--- config.mk ---
export PLATFORM = sky130hd
export DESIGN_NAME = mac_feeder
export DESIGN_NICKNAME = d
export VERILOG_FILES = /design/src/rtl/mac_feeder.sv
export SDC_FILE = /design/constraint.sdc
export NUM_CORES = 1
export LEC_CHECK = 0
export ABC_AREA = 0
export BUFFER_PORTS_ARGS = -buffer_cell sky130_fd_sc_hd__buf_2
export CAP_MARGIN = 20
export CORE_ASPECT_RATIO = 0.7
export CORE_MARGIN = 10
export CORE_UTILIZATION = 51
export CTS_CLUSTER_SIZE = 10
export DETAILED_ROUTE_END_ITERATION = 10
export HOLD_SLACK_MARGIN = 0.03
export PLACE_DENSITY = 0.88
export RECOVER_POWER = 25
export SYNTH_ARGS = -nofsm -noshare
export SYNTH_HDL_FRONTEND = slang
export SYNTH_SLANG_ARGS = --single-unit
--- constraint.sdc ---
create_clock -name clk -period 4.5 [get_ports clk]
set_clock_uncertainty 0.15 [all_clocks]
set_input_delay 0 -clock clk [delete_from_list [all_inputs] [get_ports clk]]
set_output_delay 0 -clock clk [all_outputs]
set_load 0.05 [all_outputs]
--- src/rtl/mac_feeder.sv ---
// Operand feeder for one neuron's MAC: streams len (a,b) pairs from two
// synchronous-read memories as a start beat plus valid beats, then returns the result.
module mac_feeder #(
  parameter int A_WIDTH     = 8,
  parameter int B_WIDTH     = 8,
  parameter int ACC_WIDTH   = 32,
  parameter int N_MAX       = 16,
  parameter int ADDR_WIDTH  = 4,
  parameter int LEN_WIDTH   = 5,
  parameter int MAC_LATENCY = 1
) (
  input  logic                 clk,
  input  logic                 rst,
  input  logic                 go,
  input  logic [LEN_WIDTH-1:0] len,
  output logic                 busy,
  output logic                 err,
  output logic                 rd_en,
  output logic [ADDR_WIDTH-1:0] rd_addr,
  input  logic [A_WIDTH-1:0]   a_rd_data,
  input  logic [B_WIDTH-1:0]   b_rd_data,
  output logic                 mac_start,
  output logic                 mac_valid,
  output logic [A_WIDTH-1:0]   mac_a,
  output logic [B_WIDTH-1:0]   mac_b,
  input  logic [ACC_WIDTH-1:0] mac_result,
  output logic [ACC_WIDTH-1:0] result_out,
  output logic                 out_valid,
  input  logic                 out_ready
);

  localparam logic [1:0] S_IDLE  = 2'd0;
  localparam logic [1:0] S_FETCH = 2'd1;
  localparam logic [1:0] S_DRAIN = 2'd2;
  localparam logic [1:0] S_HOLD  = 2'd3;

  localparam int LAT_W = $clog2(MAC_LATENCY + 1) + 1;
  localparam logic [LEN_WIDTH-1:0] LEN_MAX = LEN_WIDTH'(N_MAX);

  logic [1:0]            r_state;
  logic [LEN_WIDTH-1:0]  r_len;
  logic [LEN_WIDTH-1:0]  r_cnt;
  logic [LAT_W-1:0]      r_lat_cnt;
  logic                  r_busy;
  logic                  r_err;
  logic                  r_rd_en;
  logic [ADDR_WIDTH-1:0] r_rd_addr;
  logic                  r_vld_p1;
  logic                  r_first_p1;
  logic                  r_mac_start;
  logic                  r_mac_valid;
  logic [A_WIDTH-1:0]    r_mac_a;
  logic [B_WIDTH-1:0]    r_mac_b;
  logic [ACC_WIDTH-1:0]  r_result;
  logic                  r_out_valid;
  logic                  w_len_ok;
  logic                  w_last_beat;

  assign w_len_ok = (len != '0) && (len <= LEN_MAX);
  // Last beat is on the MAC pins once no read is issued and no read data is pending.
  assign w_last_beat = !r_rd_en && !r_vld_p1 && (r_mac_start || r_mac_valid);

  always_ff @(posedge clk) begin
    if (rst) begin
      r_state     <= S_IDLE;
      r_len       <= '0;
      r_cnt       <= '0;
      r_lat_cnt   <= '0;
      r_busy      <= 1'b0;
      r_err       <= 1'b0;
      r_rd_en     <= 1'b0;
      r_rd_addr   <= '0;
      r_vld_p1    <= 1'b0;
      r_first_p1  <= 1'b0;
      r_mac_start <= 1'b0;
      r_mac_valid <= 1'b0;
      r_mac_a     <= '0;
      r_mac_b     <= '0;
      r_result    <= '0;
      r_out_valid <= 1'b0;
    end else begin
      // Memory data arrives one cycle after the read; register it onto the MAC pins.
      r_vld_p1    <= r_rd_en;
      r_first_p1  <= r_rd_en && (r_rd_addr == '0);
      r_mac_start <= r_vld_p1 && r_first_p1;
      r_mac_valid <= r_vld_p1 && !r_first_p1;
      r_mac_a     <= r_vld_p1 ? a_rd_data : '0;
      r_mac_b     <= r_vld_p1 ? b_rd_data : '0;
      r_err       <= 1'b0;

      case (r_state)
        S_IDLE: begin
          if (go) begin
            if (w_len_ok) begin
              r_state   <= S_FETCH;
              r_len     <= len;
              r_cnt     <= LEN_WIDTH'(1);
              r_rd_en   <= 1'b1;
              r_rd_addr <= '0;
              r_busy    <= 1'b1;
            end else begin
              r_err <= 1'b1;
            end
          end
        end

        S_FETCH: begin
          if (r_cnt < r_len) begin
            r_rd_en   <= 1'b1;
            r_rd_addr <= r_cnt[ADDR_WIDTH-1:0];
            r_cnt     <= r_cnt + LEN_WIDTH'(1);
          end else begin
            r_rd_en <= 1'b0;
          end
          if (w_last_beat) begin
            r_state   <= S_DRAIN;
            r_lat_cnt <= LAT_W'(1);
          end
        end

        S_DRAIN: begin
          if (r_lat_cnt == LAT_W'(MAC_LATENCY)) begin
            r_result    <= mac_result;
            r_out_valid <= 1'b1;
            r_state     <= S_HOLD;
          end else begin
            r_lat_cnt <= r_lat_cnt + LAT_W'(1);
          end
        end

        S_HOLD: begin
          if (out_ready) begin
            r_out_valid <= 1'b0;
            r_busy      <= 1'b0;
            r_state     <= S_IDLE;
          end
        end

        default: r_state <= S_IDLE;
      endcase
    end
  end

  assign busy       = r_busy;
  assign err        = r_err;
  assign rd_en      = r_rd_en;
  assign rd_addr    = r_rd_addr;
  assign mac_start  = r_mac_start;
  assign mac_valid  = r_mac_valid;
  assign mac_a      = r_mac_a;
  assign mac_b      = r_mac_b;
  assign result_out = r_result;
  assign out_valid  = r_out_valid;

endmodule

* After elaboration in Yosys (flattened, before gate mapping)
Index checks and enable logic that the tools add are counted.
Widths: inputs -> output; s select.
** Cells by class
- $lt $le $gt $ge :: 2
- Add/sub/neg operators :: 2
- Bitwise gates (word level) :: 3
- Multiplexer cells :: 26
- Equal/unequal tests :: 11
- Reductions and logical operators :: 27
** Operators with widths (number)
- $mux 5 :: 3
- $mux 2 :: 7
- $ne 2x2->1 const B :: 7
- $mux 4 :: 3
- $reduce_and 3->1 :: 4
- $pmux 5 s2 :: 1
- $pmux 2 s4 :: 1
- $pmux 4 s2 :: 1
- $reduce_and 4->1 :: 2
- $reduce_bool 2->1 :: 4
- $logic_and 1x1->1 :: 6
- $mux 1 :: 6
- $pmux 1 s2 :: 3
- $add 5x1->5 const B :: 1
- $le 5x5->1 const B :: 1
- $lt 5x5->1 :: 1
- $reduce_and 5->1 :: 1
- $reduce_bool 5->1 :: 1
- $eq 2x1->1 const B :: 2
- $eq 2x2->1 const B :: 2
- $logic_not 4->1 :: 1
- $pmux 2 s2 :: 1
- $logic_not 1->1 :: 3
- $not 1->1 :: 3
- 6 further kinds :: 6
** Storage, ports and cells
- Output and inout port bits :: 58
- Logic and storage cells :: 87
- Register bits after elaboration :: 74

* Longest topological paths before layout
Gate-level depths: netlist (run 1).
- Depth after elaboration :: 5
- Mapped depth :: 8
- Depth with buffers taken out :: 7

* Worst setup path after synthesis (run 1)
Ideal clock, no wire load.
- Path kind :: register -> register
- From :: register r_len[2]
- To :: register r_cnt[3]
- Setup slack :: 2.606 ns
- Stages on the path, launching flop included :: 8
- Data arrival time :: 1.627 ns
- Period minus slack after synthesis :: 1.894 ns
- Required time :: 4.233 ns
- Cell sequence :: dfxtp_1 -> inv_1 -> ha_1 -> a211oi_1 -> o221a_2 -> nand2b_1 -> o211ai_1 -> a32o_1
** On the way
- Cells in the longest elaborated chain, start to end :: 3
** RTL lines
- start: declaration :: RTL line 41 : logic [LEN_WIDTH-1:0] r_len;
- start signal: assignment :: RTL line 96 : r_len <= len;
- $lt 5x5->1 :: RTL line 108 : if (r_cnt < r_len) begin
- $ne 2x2->1 (no source line)
- $reduce_and 4->1 (no source line)
- end signal: assignment :: RTL line 111 : r_cnt <= r_cnt + LEN_WIDTH'(1);
- end: declaration :: RTL line 42 : logic [LEN_WIDTH-1:0] r_cnt;
Every way passes these cells.
A chain may end at the register's enable or synchronous reset.

* Final worst setup path (run 1)
- From :: input rst
- To :: register r_mac_a[0], in the netlist mac_a[0]
** On the way
- Cells in the longest elaborated chain, start to end :: 1
** RTL lines
- start: declaration :: RTL line 13 : input logic rst,
- $reduce_or 2->1 (no source line)
- end signal: assignment :: RTL line 87 : r_mac_a <= r_vld_p1 ? a_rd_data : '0;
- end: declaration :: RTL line 52 : logic [A_WIDTH-1:0] r_mac_a;
Every way passes these cells.

==> results.md, run 1 <==
* Outcome: finished, violations left
* Violated checks: capacitance limit, slew limit
* Critical path startpoint category: primary input
* Netlist cell types at 41
* Gr usage total at 20.2%
* Register area share after synthesis at 52.4%
* Critical Setup Path Class: in2reg
* Placed Area at 3430 sq um
* CP bufs+invs at 1
* Netlist Area Pre-Place at 2830 sq um
* GR peak layer: met2
* DP Worst Slack at 2340 ps
* Psw at 0.000602 W
* Cts repair resizes at 0
* Relative slew slack at -55.8%
* Drt drc at 0
* Post-synth EDFFs at 0
* Pins Over Slew Limit at 54
* First-pass GRT wire length at 14.3 mm
* Post-synth ARST share at 0%
* Pwr/cell area at 420 nW/um^2
* Logic gate share of total power at 29.0%
* Gr ovfl total at 0
* Seq cells post-synth at 74
* N_diodes at 0
* Cell with the most instances after synthesis: nand2_1
* Initial core utilization at 53.2%
* Post-route cell area at 4170 sq um
* Vias in the first global route at 2,835
* Syn avg cell area at 8.91 sq um
* Top delay family on crit path: buffers and inverters
* Syn_nets at 384
* Skew-Pair Late Insertion Delay at 350 ps
* CP required at 4580 ps
* Sw Ratio at 34.4%
* Clock share of power at 28.5%
* Yosys warnings at 0
* Synth top area cells: dfxtp_1 (52%), nand2_1 (10%), a21oi_1 (6.4%)
* Vert. Die Dim at 82.3 microns
* Grt met1 use at 23.1%
* Total negative setup slack at 0 ps
* Pin slew with the least headroom to its limit at 2340 ps
* Clock Path Buffers at 2
* Max-cap violation count at 1
* Vias after detailed routing at 2,817
* CTS buffer count at 9
* Mapped Cells at 317
* Nets at 550
* Worst min path class: in2reg
* Fmax at 379 MHz
* Root buffer cell: clkbuf_8
* Seq pwr share at 42.5%
* Fin worst setup slack at 1860 ps
* 1st-pass router iterations at 4
* Leakage at 1.74 nW
* Htree depth at 3
* Synth Flop Type: dfxtp_1
* Worst vdd ir at 0.269 mV
* Grt met2 use at 34.1%
* CTS Sinks at 74
* Initial antenna violation count at 0
* Fin crit share at 58.6%
* Top-level I/O count at 115
* CP max-delay cell: clkbuf_1
* Final hold vios at 0
* Met3 Use GR at 7.73%
* DIE WIDTH at 109 microns
* Routed length per instance at 16.5 microns
* Top post-synthesis cells by count: nand2_1 (77), dfxtp_1 (74), a21oi_1 (36)
* I/O Buffers at 114
* Largest net degree at the start of global routing at 54
* Worst Path Arrival at 2720 ps
* Synth area leader: dfxtp_1
* Crit-path max FO at 53
* Final setup viols at 0
* CTS tree: done
* Share of layout cells above drive strength 1 at 22.0%
* GP Congestion at 0.899
* Hpwl dp at 5.70 mm
* Vias per inst at 5.04
* Critical Path, Cell by Cell: clkbuf_1 > nor2b_1 > and2_1
* Clk slew on worst S/H paths at 80 ps
* Area grow syn2layout at 47.6%
* Worst Setup End Kind: register
* Internal power at 0.00115 W
* Iteration-0 DRC Markers at 252
* Die ar. at 8960 sq um
* RSZ-0062 raised after global routing: no
* Minimum clock period at 2640 ps
* Core area at 5310 sq um
* Row count at 22
* Post-detailed-route count of antenna-violating nets at 0
* Final wirelength at 9.20 mm
* Largest stage delay, worst path at 1630 ps
* Share of the synthesized area in the top cell type at 52.4%
sequential cells by signal (all words and copies together), names as in the netlist, 2 cells and up:
name,count
r_state,2
rd_addr,4
r_cnt,5
r_len,5
mac_a,8
mac_b,8
result_out,32
r_lat_cnt,2
power groups by stage:
stage                     sequential [W]  combinational [W]  clock, W
after floorplan                 0.000844           0.000253         0
after global placement          0.000754           0.000441         0
after detailed placement        0.000757           0.000452         0
after CTS                       0.000742           0.000497  0.000506
after global routing            0.000750           0.000551  0.000535
final                           0.000745           0.000507  0.000499
final timing paths:
kind	slack [ps]	cells after the start	startpoint	to
setup reg to reg	2400	6	r_cnt[3]	rd_addr[0]
hold / removal	250	3	a_rd_data[1]	mac_a[1]
hold reg to reg	250	1	r_first_p1	mac_valid
setup / recovery	1860	3	rst	mac_a[0]
placed cells by master, fill, tap and decap left out, types with 5 or more instances in the layout:
master and n:
and2_1 19, clkbuf_8 9, a21oi_1 36, inv_1 12
nor2b_1 5, mux2i_1 7, nand2_1 77, dfxtp_1 74
clkbuf_1 32, dlygate4sd3_1 55, ha_1 10, buf_2 82
nor2_1 14
repair_timing:
item,in CTS,in global routing
hold buffers,55,0
buffers inserted,0,0
endpoints found under the hold margin,56,0
logic make-up (layout without fill, tap and decap cells):
kind of cell / after synthesis / in the layout / synth area share [%]
adder cells (fa/ha/maj): 10 / 10 / 4.43
flip-flops: 74 / 74 / 52.4
AO/OA/AOI/OAI: 63 / 63 / 14.5
buffers and inverters: 28 / 198 / 3.72
AND/OR/NAND/NOR: 132 / 132 / 21.4
XOR/XNOR: 2 / 2 / 0.620
multiplexers: 8 / 8 / 2.88
metrics by stage:
step                      total power, W  cells  utilization (%)  hold slack, ps
final                            0.00175    559             78.5             247
after global routing             0.00184    559             78.5             244
after CTS                        0.00175    557             78.5             134
after detailed placement         0.00121    487             64.5            53.2
after global placement           0.00120    487             64.5            49.6
after floorplan                  0.00110    317                -           -28.3
area by class of cell:
class                      instances  area (sq um)
sequential                        74          1480
multi-input combinational        215          1240
fill                             364          1140
timing repair buffer             171          1120
clock buffer                       9           124
tap                               72          90.1
clock inverter                     6          67.6
inverter                          12          45.0
metal layers:
metal / part of all wire (%) / wire length [microns]
met3: 11 / 1000
met4: 2.1 / 192
met5: 0 / 0
met2: 47 / 4320
met1: 40 / 3680
tightest hold or removal path: cells and delay by family:
family                 cells  cell delay [ps]
buffers and inverters      2              610
and+or+nand+nor            1              100
Power figures use the tool's default switching activity.
==> inputs of run 2 (changes only) <==
Settings changed: CORE_UTILIZATION 51 to 43, PLACE_DENSITY 0.88 to 0.79.
Clock period 4.5 ns to 2.4 ns, I/O delays scaled along.
==> results.md, run 2 (same netlist as run 1, synthesis figures left out) <==
* Max-cap violation count at 0 (was 1)
* Top-level I/O count at 115 (unchanged)
* Reg2reg end: result_out[17] (was rd_addr[0])
* Final setup viols at 0 (unchanged)
* Worst Hold Depth at 1 (was 3)
* CP required at 2530 ps (was 4580 ps)
* Post-detailed-route count of antenna-violating nets at 0 (unchanged)
* Final wirelength at 9.31 mm (was 9.20 mm)
* Gr usage total at 18.2% (was 20.2%)
* Core area at 6310 sq um (was 5310 sq um)
* Gr ovfl total at 0 (unchanged)
* Largest stage delay, worst path at 580 ps (was 1630 ps)
* Worst Path Arrival at 2330 ps (was 2720 ps)
* Worst setup endpoint: result_out[17] (was mac_a[0])
* CP max-delay cell: dlygate4sd3_1 (was clkbuf_1)
* Most frequent cells in the layout: buf_2 (82), dlygate4sd3_1 (80), nand2_1 (77) (was buf_2 (82), nand2_1 (77), dfxtp_1 (74))
* Setup Buffers After CTS at 0 (unchanged)
* Share of layout cells above drive strength 1 at 21.4% (was 22.0%)
* RSZ-0062 raised after global routing: no (unchanged)
* Pin slew with the least headroom to its limit at 1310 ps (was 2340 ps)
* Htree depth at 3 (unchanged)
* Initial core utilization at 44.8% (was 53.2%)
* Reg-to-reg startpoint: r_lat_cnt[0] (was r_cnt[3])
* Dpl cells at 497 (was 487)
* Crit-path max FO at 32 (was 53)
* R2R setup slack at 200 ps (was 2400 ps)
* Critical path startpoint category: register (was primary input)
* Hpwl dp at 5.78 mm (was 5.70 mm)
* CP startpoint: r_lat_cnt[0] (was rst)
* Vias after detailed routing at 2,917 (was 2,817)
* Drt drc at 0 (unchanged)
* Fillers at 481 (was 364)
* GP Congestion at 0.802 (was 0.899)
* DIE WIDTH at 117 microns (was 109 microns)
* Nets at 577 (was 550)
* Outcome: completed (was finished, violations left)
* 1st-pass router iterations at 4 (unchanged)
* Worst min path class: reg2reg (was in2reg)
* Non-filler cells, final at 595 (was 559)
* Fmax at 455 MHz
* Row count at 24 (was 22)
* Critical Setup Path Class: reg2reg (was in2reg)
* Most common cell after layout, fill and taps aside: buf_2 (unchanged)
* Fin crit share at 91.5%
* Reg area at 1480 sq um (unchanged)
* Root buffer cell: clkbuf_8 (unchanged)
* Area grow syn2layout at 56.8% (was 47.6%)
* Post-layout utilization of the core at 70.2% (was 78.5%)
* Routed length per instance at 15.6 microns (was 16.5 microns)
* Placed Area at 3460 sq um (was 3430 sq um)
* Iteration-0 DRC Markers at 236 (was 252)
* CTS tree: done (unchanged)
* FF-to-FF path depth at 6 (unchanged)
* Pwr/cell area at 746 nW/um^2 (was 420 nW/um^2)
* Initial antenna violation count at 2 (was 0)
* Leakage at 1.92 nW (was 1.74 nW)
* First-pass GRT wire length at 15.0 mm (was 14.3 mm)
* Total negative setup slack at 0 ps (unchanged)
* CTS buffer count at 9 (unchanged)
* Post-route cell area at 4430 sq um (was 4170 sq um)
* Vert. Die Dim at 87.8 microns (was 82.3 microns)
* Worst vdd ir at 0.401 mV (was 0.269 mV)
* Clock Path Buffers at 2 (unchanged)
* Max FFs per register at 32 (unchanged)
* I/O Buffers at 114 (unchanged)
* Final hold vios at 0 (unchanged)
* CTS Sinks at 74 (unchanged)
* Skew-Pair Late Insertion Delay at 330 ps (was 350 ps)
* Vias in the first global route at 3,018 (was 2,835)
* Vias per inst at 4.90 (was 5.04)
* Hold_ws at 255 ps (was 247 ps)
* Multi-input gate area at 1240 sq um (about the same)
* Largest net degree at the start of global routing at 33 (was 54)
* Clk slew on worst S/H paths at 80 ps (about the same)
* Critical Path, Cell by Cell: ha_1 > and2_1 > buf_6 > nand2_1 > a21oi_1 > dlygate4sd3_1 (was clkbuf_1 > nor2b_1 > and2_1)
* Pins Over Slew Limit at 0 (was 54)
* Worst Setup End Kind: register (unchanged)
* Relative slew slack at 12.6% (was -55.8%)
* Minimum clock period at 2200 ps
* Die ar. at 10,300 sq um (was 8960 sq um)
==> run 2: cell count changes in the layout (fill, tap and decap cells not counted), sizes merged <==
cell / change
clkbuf: +2
buf: +1
clkinvlp: -1
clkinv: +1
dlygate4sd3: +25
diode: +2
==> run 2: worst min path at each step <==
stage	from	to	slack, ps
finish	r_first_p1	mac_valid	260
global route	a_rd_data[6]	mac_a[6]	260
CTS	rst	result_out[7]	30
detailed placement	b_rd_data[3]	mac_b[3]	50
global placement	b_rd_data[5]	mac_b[5]	50
floorplan	a_rd_data[0]	mac_a[0]	-30
==> run 2: per-stage QoR <==
step	setup slack, ps	power [W]
floorplan	506	0.00206
global placement	424	0.00226
detailed placement	356	0.00228
CTS	218	0.00333
global route	49.0	0.00349
finish	203	0.00330
==> run 2: layout make-up <==
cell class | instances | area share (%)
flip-flops and latches | 74 | 33.4
repair buffers | 198 | 30.8
multi-input cells | 215 | 28.0
clock buffers | 10 | 2.88
well taps | 78 | 2.20
clock inverters | 6 | 1.47
inverters | 12 | 1.02
diodes | 2 | 0.113
==> run 2: critical path: cells and delay by family, from the launching register on <==
family | cells | cell delay, ps
buffers and inverters | 2 | 820
adders and majority gates | 1 | 350
and+or+nand+nor | 2 | 300
AOI/OAI and AO/OA | 1 | 160
DFF | 1 | 370
==> run 2: where the power goes <==
group | switching (W) | internal [W] | total (W)
logic | 0.000600 | 0.000371 | 0.000970
registers | 0.0000698 | 0.00133 | 0.00140
clock network | 0.000455 | 0.000482 | 0.000938
total | 0.00112 | 0.00218 | 0.00330
==> run 2: layer usage <==
metal	global-route usage, %	vias up	share of wire (%)
li1	-	1442	-
met1	21.0	1345	41
met2	30.7	114	48
met3	6.01	16	9.1
met4	7.49	0	1.9
met5	0	-	0
==> run 2: timing repair <==
item | in CTS | in global routing
endpoints found under the setup margin | 0 | 12
endpoints found under the hold margin | 57 | 0
hold buffers | 80 | 0
resized for setup | 0 | 3
